--- src/rtl/mux_scan_pkg.sv ---
// Shared types and constants for the mux scan serializer.
package mux_scan_pkg;

    localparam int WIDTH = 16;
    localparam int SEL_W = 4;

    localparam logic [3:0] SEL_FIRST_LSB = 4'd0;
    localparam logic [3:0] SEL_FIRST_MSB = 4'd15;

    typedef enum logic [1:0] {
        IDLE   = 2'd0,
        SHIFT  = 2'd1,
        PARITY = 2'd2
    } state_t;

    // Even parity over a full word.
    function automatic logic even_parity(input logic [15:0] word);
        return ^word;
    endfunction

endpackage

--- src/rtl/sel_counter.sv ---
// 4-bit up/down select counter with load and terminal-index flag.
module sel_counter
    import mux_scan_pkg::*;
(
    input  logic       clk,
    input  logic       rst_n,
    input  logic       load,
    input  logic [3:0] load_val,
    input  logic       en,
    input  logic       dir,
    output logic [3:0] cnt,
    output logic       term
);

    logic [3:0] cnt_q;
    logic [3:0] cnt_d;

    // Load wins over stepping; dir=1 counts down.
    always_comb begin
        cnt_d = cnt_q;
        if (load) begin
            cnt_d = load_val;
        end else if (en) begin
            cnt_d = dir ? (cnt_q - 4'd1) : (cnt_q + 4'd1);
        end else begin
            cnt_d = cnt_q;
        end
    end

    // Counter register.
    always_ff @(posedge clk or negedge rst_n) begin
        if (!rst_n) begin
            cnt_q <= SEL_FIRST_LSB;
        end else begin
            cnt_q <= cnt_d;
        end
    end

    assign cnt  = cnt_q;
    assign term = dir ? (cnt_q == SEL_FIRST_LSB) : (cnt_q == SEL_FIRST_MSB);

endmodule

--- src/rtl/mux_scan_serializer.sv ---
// Parallel-in serial-out scan controller driving an external mux16x1.
// Optional trailing even-parity beat when MUX_SCAN_PARITY_EN is defined.
module mux_scan_serializer #(
    parameter int WIDTH = mux_scan_pkg::WIDTH,
    parameter int SEL_W = mux_scan_pkg::SEL_W
) (
    input  logic             clk,
    input  logic             rst_n,
    input  logic             in_valid,
    output logic             in_ready,
    input  logic [WIDTH-1:0] in_data,
    input  logic             msb_first,
    output logic [WIDTH-1:0] i,
    output logic [SEL_W-1:0] s,
    input  logic             y,
    output logic             ser_valid,
    output logic             ser_data,
    output logic             ser_last,
    input  logic             ser_ready,
    output logic             done
);
    import mux_scan_pkg::*;

    state_t           state_q, state_d;
    logic [WIDTH-1:0] i_q, i_d;
    logic             dir_q, dir_d;
    logic             done_q, done_d;

    logic             cnt_load_s;
    logic [3:0]       cnt_load_val_s;
    logic             cnt_en_s;
    logic             term_s;
    logic             in_ready_s;
    logic             ser_valid_s;
    logic             ser_data_s;
    logic             ser_last_s;

    sel_counter u_sel_counter (
        .clk      (clk),
        .rst_n    (rst_n),
        .load     (cnt_load_s),
        .load_val (cnt_load_val_s),
        .en       (cnt_en_s),
        .dir      (dir_q),
        .cnt      (s),
        .term     (term_s)
    );

    // Next-state, handshake decode and serial data steering.
    always_comb begin
        state_d        = state_q;
        i_d            = i_q;
        dir_d          = dir_q;
        done_d         = 1'b0;
        cnt_load_s     = 1'b0;
        cnt_load_val_s = SEL_FIRST_LSB;
        cnt_en_s       = 1'b0;
        in_ready_s     = 1'b0;
        ser_valid_s    = 1'b0;
        ser_data_s     = 1'b0;
        ser_last_s     = 1'b0;
        case (state_q)
            IDLE: begin
                in_ready_s = 1'b1;
                if (in_valid) begin
                    i_d            = in_data;
                    dir_d          = msb_first;
                    cnt_load_s     = 1'b1;
                    cnt_load_val_s = msb_first ? SEL_FIRST_MSB : SEL_FIRST_LSB;
                    state_d        = SHIFT;
                end else begin
                    state_d = IDLE;
                end
            end
            SHIFT: begin
                ser_valid_s = 1'b1;
                ser_data_s  = y;
`ifdef MUX_SCAN_PARITY_EN
                ser_last_s  = 1'b0;
`else
                ser_last_s  = term_s;
`endif
                // The terminal beat leaves SHIFT instead of stepping, so s never wraps.
                if (ser_ready) begin
                    if (term_s) begin
`ifdef MUX_SCAN_PARITY_EN
                        state_d = PARITY;
`else
                        state_d = IDLE;
                        done_d  = 1'b1;
`endif
                    end else begin
                        cnt_en_s = 1'b1;
                    end
                end else begin
                    state_d = SHIFT;
                end
            end
            PARITY: begin
`ifdef MUX_SCAN_PARITY_EN
                ser_valid_s = 1'b1;
                ser_data_s  = even_parity(i_q);
                ser_last_s  = 1'b1;
                if (ser_ready) begin
                    state_d = IDLE;
                    done_d  = 1'b1;
                end else begin
                    state_d = PARITY;
                end
`else
                state_d = IDLE;
`endif
            end
            default: begin
                state_d = IDLE;
            end
        endcase
    end

    // State and held-word registers.
    always_ff @(posedge clk or negedge rst_n) begin
        if (!rst_n) begin
            state_q <= IDLE;
            i_q     <= '0;
            dir_q   <= 1'b0;
            done_q  <= 1'b0;
        end else begin
            state_q <= state_d;
            i_q     <= i_d;
            dir_q   <= dir_d;
            done_q  <= done_d;
        end
    end

    assign i         = i_q;
    assign done      = done_q;
    assign in_ready  = in_ready_s;
    assign ser_valid = ser_valid_s;
    assign ser_data  = ser_data_s;
    assign ser_last  = ser_last_s;

endmodule
--- config.mk ---
export PLATFORM = sky130hd
export DESIGN_NAME = mux_scan_serializer
export DESIGN_NICKNAME = d
export VERILOG_FILES = /design/src/rtl/mux_scan_pkg.sv /design/src/rtl/sel_counter.sv /design/src/rtl/mux_scan_serializer.sv
export SDC_FILE = /design/constraint.sdc
export NUM_CORES = 1
export LEC_CHECK = 0
export CAP_MARGIN = 20
export CORE_ASPECT_RATIO = 0.9
export CORE_MARGIN = 2
export CORE_UTILIZATION = 42
export CTS_BUF_LIST = sky130_fd_sc_hd__clkbuf_16
export DETAILED_ROUTE_END_ITERATION = 8
export HOLD_SLACK_MARGIN = 0.05
export PLACE_DENSITY = 0.76
export SLEW_MARGIN = 20
export SYNTH_ARGS = -nofsm -noshare
export SYNTH_HDL_FRONTEND = slang
export SYNTH_HIERARCHICAL = 1
export SYNTH_SLANG_ARGS = --single-unit
--- constraint.sdc ---
create_clock -name clk -period 2.2 [get_ports clk]
set_clock_uncertainty 0.2 [all_clocks]
set_input_delay 0.44 -clock clk [delete_from_list [all_inputs] [get_ports clk]]
set_output_delay 0.44 -clock clk [all_outputs]
set_load 0.05 [all_outputs]
---- After elaboration in Yosys (flattened, before gate mapping) ----
Index checks and enable logic that the tools add are counted.
storage, ports and cells
  register bits ........................... 24
  bits of input ports ..................... 22
  output and inout port bits .............. 25
  logic and storage cells ................. 37
operators by class
  $add $sub $neg .......................... 2
  equal/unequal tests ..................... 3
  mux-type cells .......................... 23
  reduce and logical (&&, ||, !) cells .... 4
operator list
  kind                                              count
  two-way mux 4 bit                                 6
  two-way mux 1 bit                                 14
  adder 4 x 1 -> 4 bit, second input constant       1
  == test 4 bit, second input constant              1
  zero test 4 bit                                   1
  two-way mux 2 bit                                 2
  one-hot mux 2 bit (2 select lines)                1
  subtractor 4 x 1 -> 4 bit, second input constant  1
  != test 3 bit, second input constant              1
  == test 2 x 1 -> 1 bit, second input constant     1
  zero test 2 bit                                   1
  AND reduction 2 bit                               1
  nonzero test 2 bit                                1

---- Longest topological paths before layout ----
  word-level depth ........................ 7
  gate-level depth with buffers ........... 8
  mapped depth without buffers ............ 7

---- Hierarchy ----
Netlist, hierarchy kept.
modules (own cells, without submodules)
  module               times used  cells each  area each (um^2)  seq. area each (um^2)
  mux_scan_serializer  1           48          785.8             475.5
  sel_counter          1           39          351.6             100.1

---- Worst setup path before layout ----
No wires, ideal clock.
  path type ............................... flip-flop to output port
  start ................................... register u_sel_counter.cnt_q[0], in the netlist u_sel_counter/cnt[0]
  end ..................................... output ser_last
  data arrival time ....................... 1767 ps
  data required time ...................... 1560 ps
  setup slack ............................. -207 ps
  cell stages (with the launch flop) ...... 5
  path buffers ............................ 0
  cells stage by stage .................... dfrtp_1 inv_1 or4_1 o21ai_1 and2_2
on the way
  longest elaborated chain between the ends .. 3
  elaborated cells on any way between the ends .. 4
  those cells by class .................... eq/ne: 1; mux: 2; reduce/logical: 1
ends and longest elaborated chain
  item                                              line                       source
  from (decl)                                       sel_counter.sv:15          logic [3:0] cnt_q;
  from (signal assigned)                            sel_counter.sv:35          cnt_q <= cnt_d;
  == test 4 bit or zero test 4 bit (tied branches)  sel_counter.sv:40          assign term = dir ? (cnt_q == SEL_FIRST_LSB) : (cnt_q == SEL_FIRST_MSB);
  two-way mux 1 bit *                               sel_counter.sv:40
  named net term_s                                  mux_scan_serializer.sv:32  logic term_s;
  two-way mux 1 bit *                               mux_scan_serializer.sv:62  case (state_q)
  to (decl)                                         mux_scan_serializer.sv:18  output logic ser_last,
The timed path passes the listed nets; every way through them passes the cells marked *.

---- Worst setup path in the final report ----
Ends and elaborated chain as after synthesis.

==> impl_metrics.py <==
metrics = {
    "worst_setup_path": {
        "critPathTopFamily": "simple AND/OR/NAND/NOR gates",
        "endpoint_kind": "output pin",
        "cp.required_ps": 1560,
        "crit_path_end": "ser_last",
        "critPathKind": "reg -> out",
        "crit_path_start_kind": "flip-flop",
        "crit_path_cell_trace": "or4_4 > o21ai_2 > and2_4 > buf_12",
        "rrSetupSlack_ps": 140,
        "rr_startpoint": "u_sel_counter/cnt[0]",
        "worstPathArrival_ps": 1650,
        "crit_fanout": 3,
        "cp.depth": 4,
        "crit_buf_inv": 1,
        "crit_path_start": "u_sel_counter/cnt[0]",
        "r2r_end": "u_sel_counter/cnt[1]",
        "r2r_cells": 8,
        "worst_path_max_delay_cell": "or4_4",
        "slowest_delay_ps": 530,
    },
    "synth": {
        "ys_top_cells_by_count": "dfrtp_1, mux2_2, mux2_4",
        "synth_compound_area_frac": 0.0550,
        "synth_mux_area_frac": 0.204,
        "syn_inst": 87,
        "synth_most_common_cell": "dfrtp_1",
        "synth_edf_count": 0,
        "ys_seq_area_frac": 0.506,
        "synthAdderAreaFrac": 0.0396,
        "synth_seq_cells": 23,
        "synth_area_leader_cell": "dfrtp_1",
        "async_flop_share": 1.00,
        "synth_top_cells_by_area": "dfrtp_1, mux2_4, mux2_2, ha_1, and2_2",
        "synth-simple-area-share": 0.125,
        "synth_flop_cell": "dfrtp_1",
        "synth_top_family_by_area": "multiplexers",
        "syn-cell-area_mm2": 0.00114,
        "syn_nets": 112,
        "yosysTopAreaCellShare": 0.506,
        "avgSynthCellArea_um2": 13.1,
        "ys_types": 29,
        "yosys_warnings": 6,
        "synth_xor_area_frac": 0.0154,
    },
    "cells_and_area": {
        "area_delta_synth_final_pct": 53.9,
        "ff_latch_area_um2": 578,
        "fin_util": 0.697,
        "fillers": 187,
        "multi_input_area_um2": 508,
        "drive_above_1_share": 0.324,
        "insertedDiodeCount": 0,
        "layoutNonFillerInstCount": 170,
        "final_nets": 168,
    },
    "grt": {
        "gr-usage-all-layers": 0.172,
        "grt_pass1_wl_um": 3970,
        "grt_pass1_vias": 847,
        "grt_antenna_before_repair": 0,
        "grt_overflow": 0,
        "grt_start_max_net_pins": 24,
    },
    "routing": {
        "dr.pass1.iters": 8,
        "route.detailed.drc": 2,
        "drt_iter0_drc": 19,
        "wl_per_cell_um": 14.6,
        "finalWirelength_um": 2470,
        "dr_total_vias": 871,
        "via_per_inst": 5.12,
        "ant_nets": 0,
    },
    "power_and_ir_drop": {
        "ir_drop_v": 0.00105,
        "p_per_area_mw_per_mm2": 1790,
        "p_leak_uw": 0.000777,
    },
    "die": {
        "die_h_um": 53.4,
        "coreArea_mm2": 0.00251,
        "dieWidth_um": 58.9,
        "rows": 17,
        "die_area_mm2": 0.00314,
        "initial_utilization": 0.453,
        "ioPinCount": 47,
    },
    "clock_tree": {
        "cts_tree": "done",
        "cts.path.max_buffers": 2,
        "cts_inserted_buffers": 3,
        "ctsRootBufferMaster": "clkbuf_16",
        "h-tree-depth": 1,
        "cts.sinks": 23,
        "worstSkewPairLatency_ps": 250,
        "path_clk_slew_ps": 60,
    },
    "min_path": {
        "hp-class": "reg -> reg",
    },
    "sta": {
        "hold_ws_ps": 305,
        "drv_slew": 0,
        "setup_viol": 1,
        "max_clock_freq_ghz": 0.436,
        "setup_slack_ps": -94.2,
        "finalHoldViolCount": 0,
        "worst_pin_slew_ps": 522,
        "finalCriticalPeriod_ps": 2290,
        "rsz0062_at_grt": "yes",
        "post-route-period-util": 1.04,
        "relSlewSlack": 0.651,
    },
    "place": {
        "portBuffers": 46,
        "dpl.hpwl_um": 1870,
        "gp_congestion": 0.799,
        "pre_cts_ws_ps": 64.3,
        "placedCellCount": 164,
    },
    "flow_run": {
        "drv_cap": 0,
    },
    "status": {
        "outcome": "finished, violations left",
        "violations": "design-rule violations, negative setup slack",
    },
}
[power breakdown]
part / total, µW / switching (µW) / leakage [µW] / internal (µW)
clock network: 382 / 140 / 0.0000423 / 242
logic: 1970 / 1150 / 0.000460 / 824
registers: 787 / 155 / 0.000275 / 632
[worst register-to-register path: cells and delay by family (launching register included)]
family,cells,cell delay [ps]
compound gates,3,430
buf+inv,2,290
flops,1,410
simple gates,3,640
[flip-flops by register name, summed over array words and instances (netlist names)]
signal and flops:
done 1, i 16, dir_q 1, u_sel_counter/cnt 4, state_q 1
[worst min-delay path by stage]
| stage | start | to | slack (ps) | cells past startpoint |
|---|---|---|---|---|
| 6_report | i[3] | i[3] | 300 | 1 |
| 5_1_grt | i[7] | i[7] | 320 | 1 |
| 4_1_cts | i[3] | i[3] | 310 | 1 |
| 3_5_place_dp | i[4] | i[4] | 300 | 1 |
| 3_3_place_gp | i[5] | i[5] | 290 | 1 |
| 2_1_floorplan | rst_n | dir_q | -60 | 0 |
[cell families (layout without fill, tap and decap cells)]
group | Yosys count | count (layout)
buf+inv | 8 | 63
compound gates | 10 | 10
fa+ha+maj | 3 | 3
xor+xnor | 2 | 2
mux | 18 | 18
flops | 23 | 23
simple gates | 23 | 23
[area by class of cell]
cell class / instances / share of cell area
Multi-Input combinational cell: 56 / 0.290
Sequential cell: 23 / 0.330
Timing Repair Buffer: 55 / 0.306
Inverter: 4 / 0.00858
Clock buffer: 3 / 0.0429
Tap cell: 28 / 0.0200
Clock inverter: 1 / 0.00214
[placed cells by master (no fill, tap or decap)]
cell type        count
nor3b_1              1
nor2b_2              1
or3b_1               1
or4b_1               1
mux2i_1              1
dfrtp_2              2
mux2_4               8
nand3_1              2
inv_1                5
nand2_1              6
a21o_2               1
clkdlybuf4s50_1     39
buf_12               2
or4_4                1
fa_1                 1
ha_1                 2
or4_1                1
a221o_1              1
mux2_2               9
o21ai_2              1
dfrtp_1             21
a21oi_1              2
and3_2               1
o21ai_0              4
buf_4               14
nand3b_1             1
a22o_1               1
and2_2               2
clkbuf_16            3
and2_4               1
nand4bb_1            1
xnor2_1              2
nor2_1               3
[per-stage QoR]
stage,cell area [µm²],power [µW],setup TNS [ps]
floorplan,1140,2090,0
finish,1750,3140,-94.2
CTS,1750,3150,-98.4
detailed placement,1650,2730,0
global placement,1650,2680,0
global route,1750,3310,-146
[layer usage]
layer / vias to the layer above / part of all wire / global-route usage
li1: 415 / - / -
met1: 414 / 0.44 / 0.227
met2: 42 / 0.46 / 0.270
met3: 0 / 0.093 / 0.0636
met4: 0 / 0 / 0.0341
met5: - / 0 / 0
[timing repair]
| item | CTS | global route |
|---|---|---|
| gates resized for setup | 2 | 0 |
| endpoints found under the setup margin | 1 | 1 |
| pin swaps | 1 | 1 |
| hold buffers | 0 | 0 |
| setup buffers | 2 | 0 |
(Power assumes the default switching activity.)
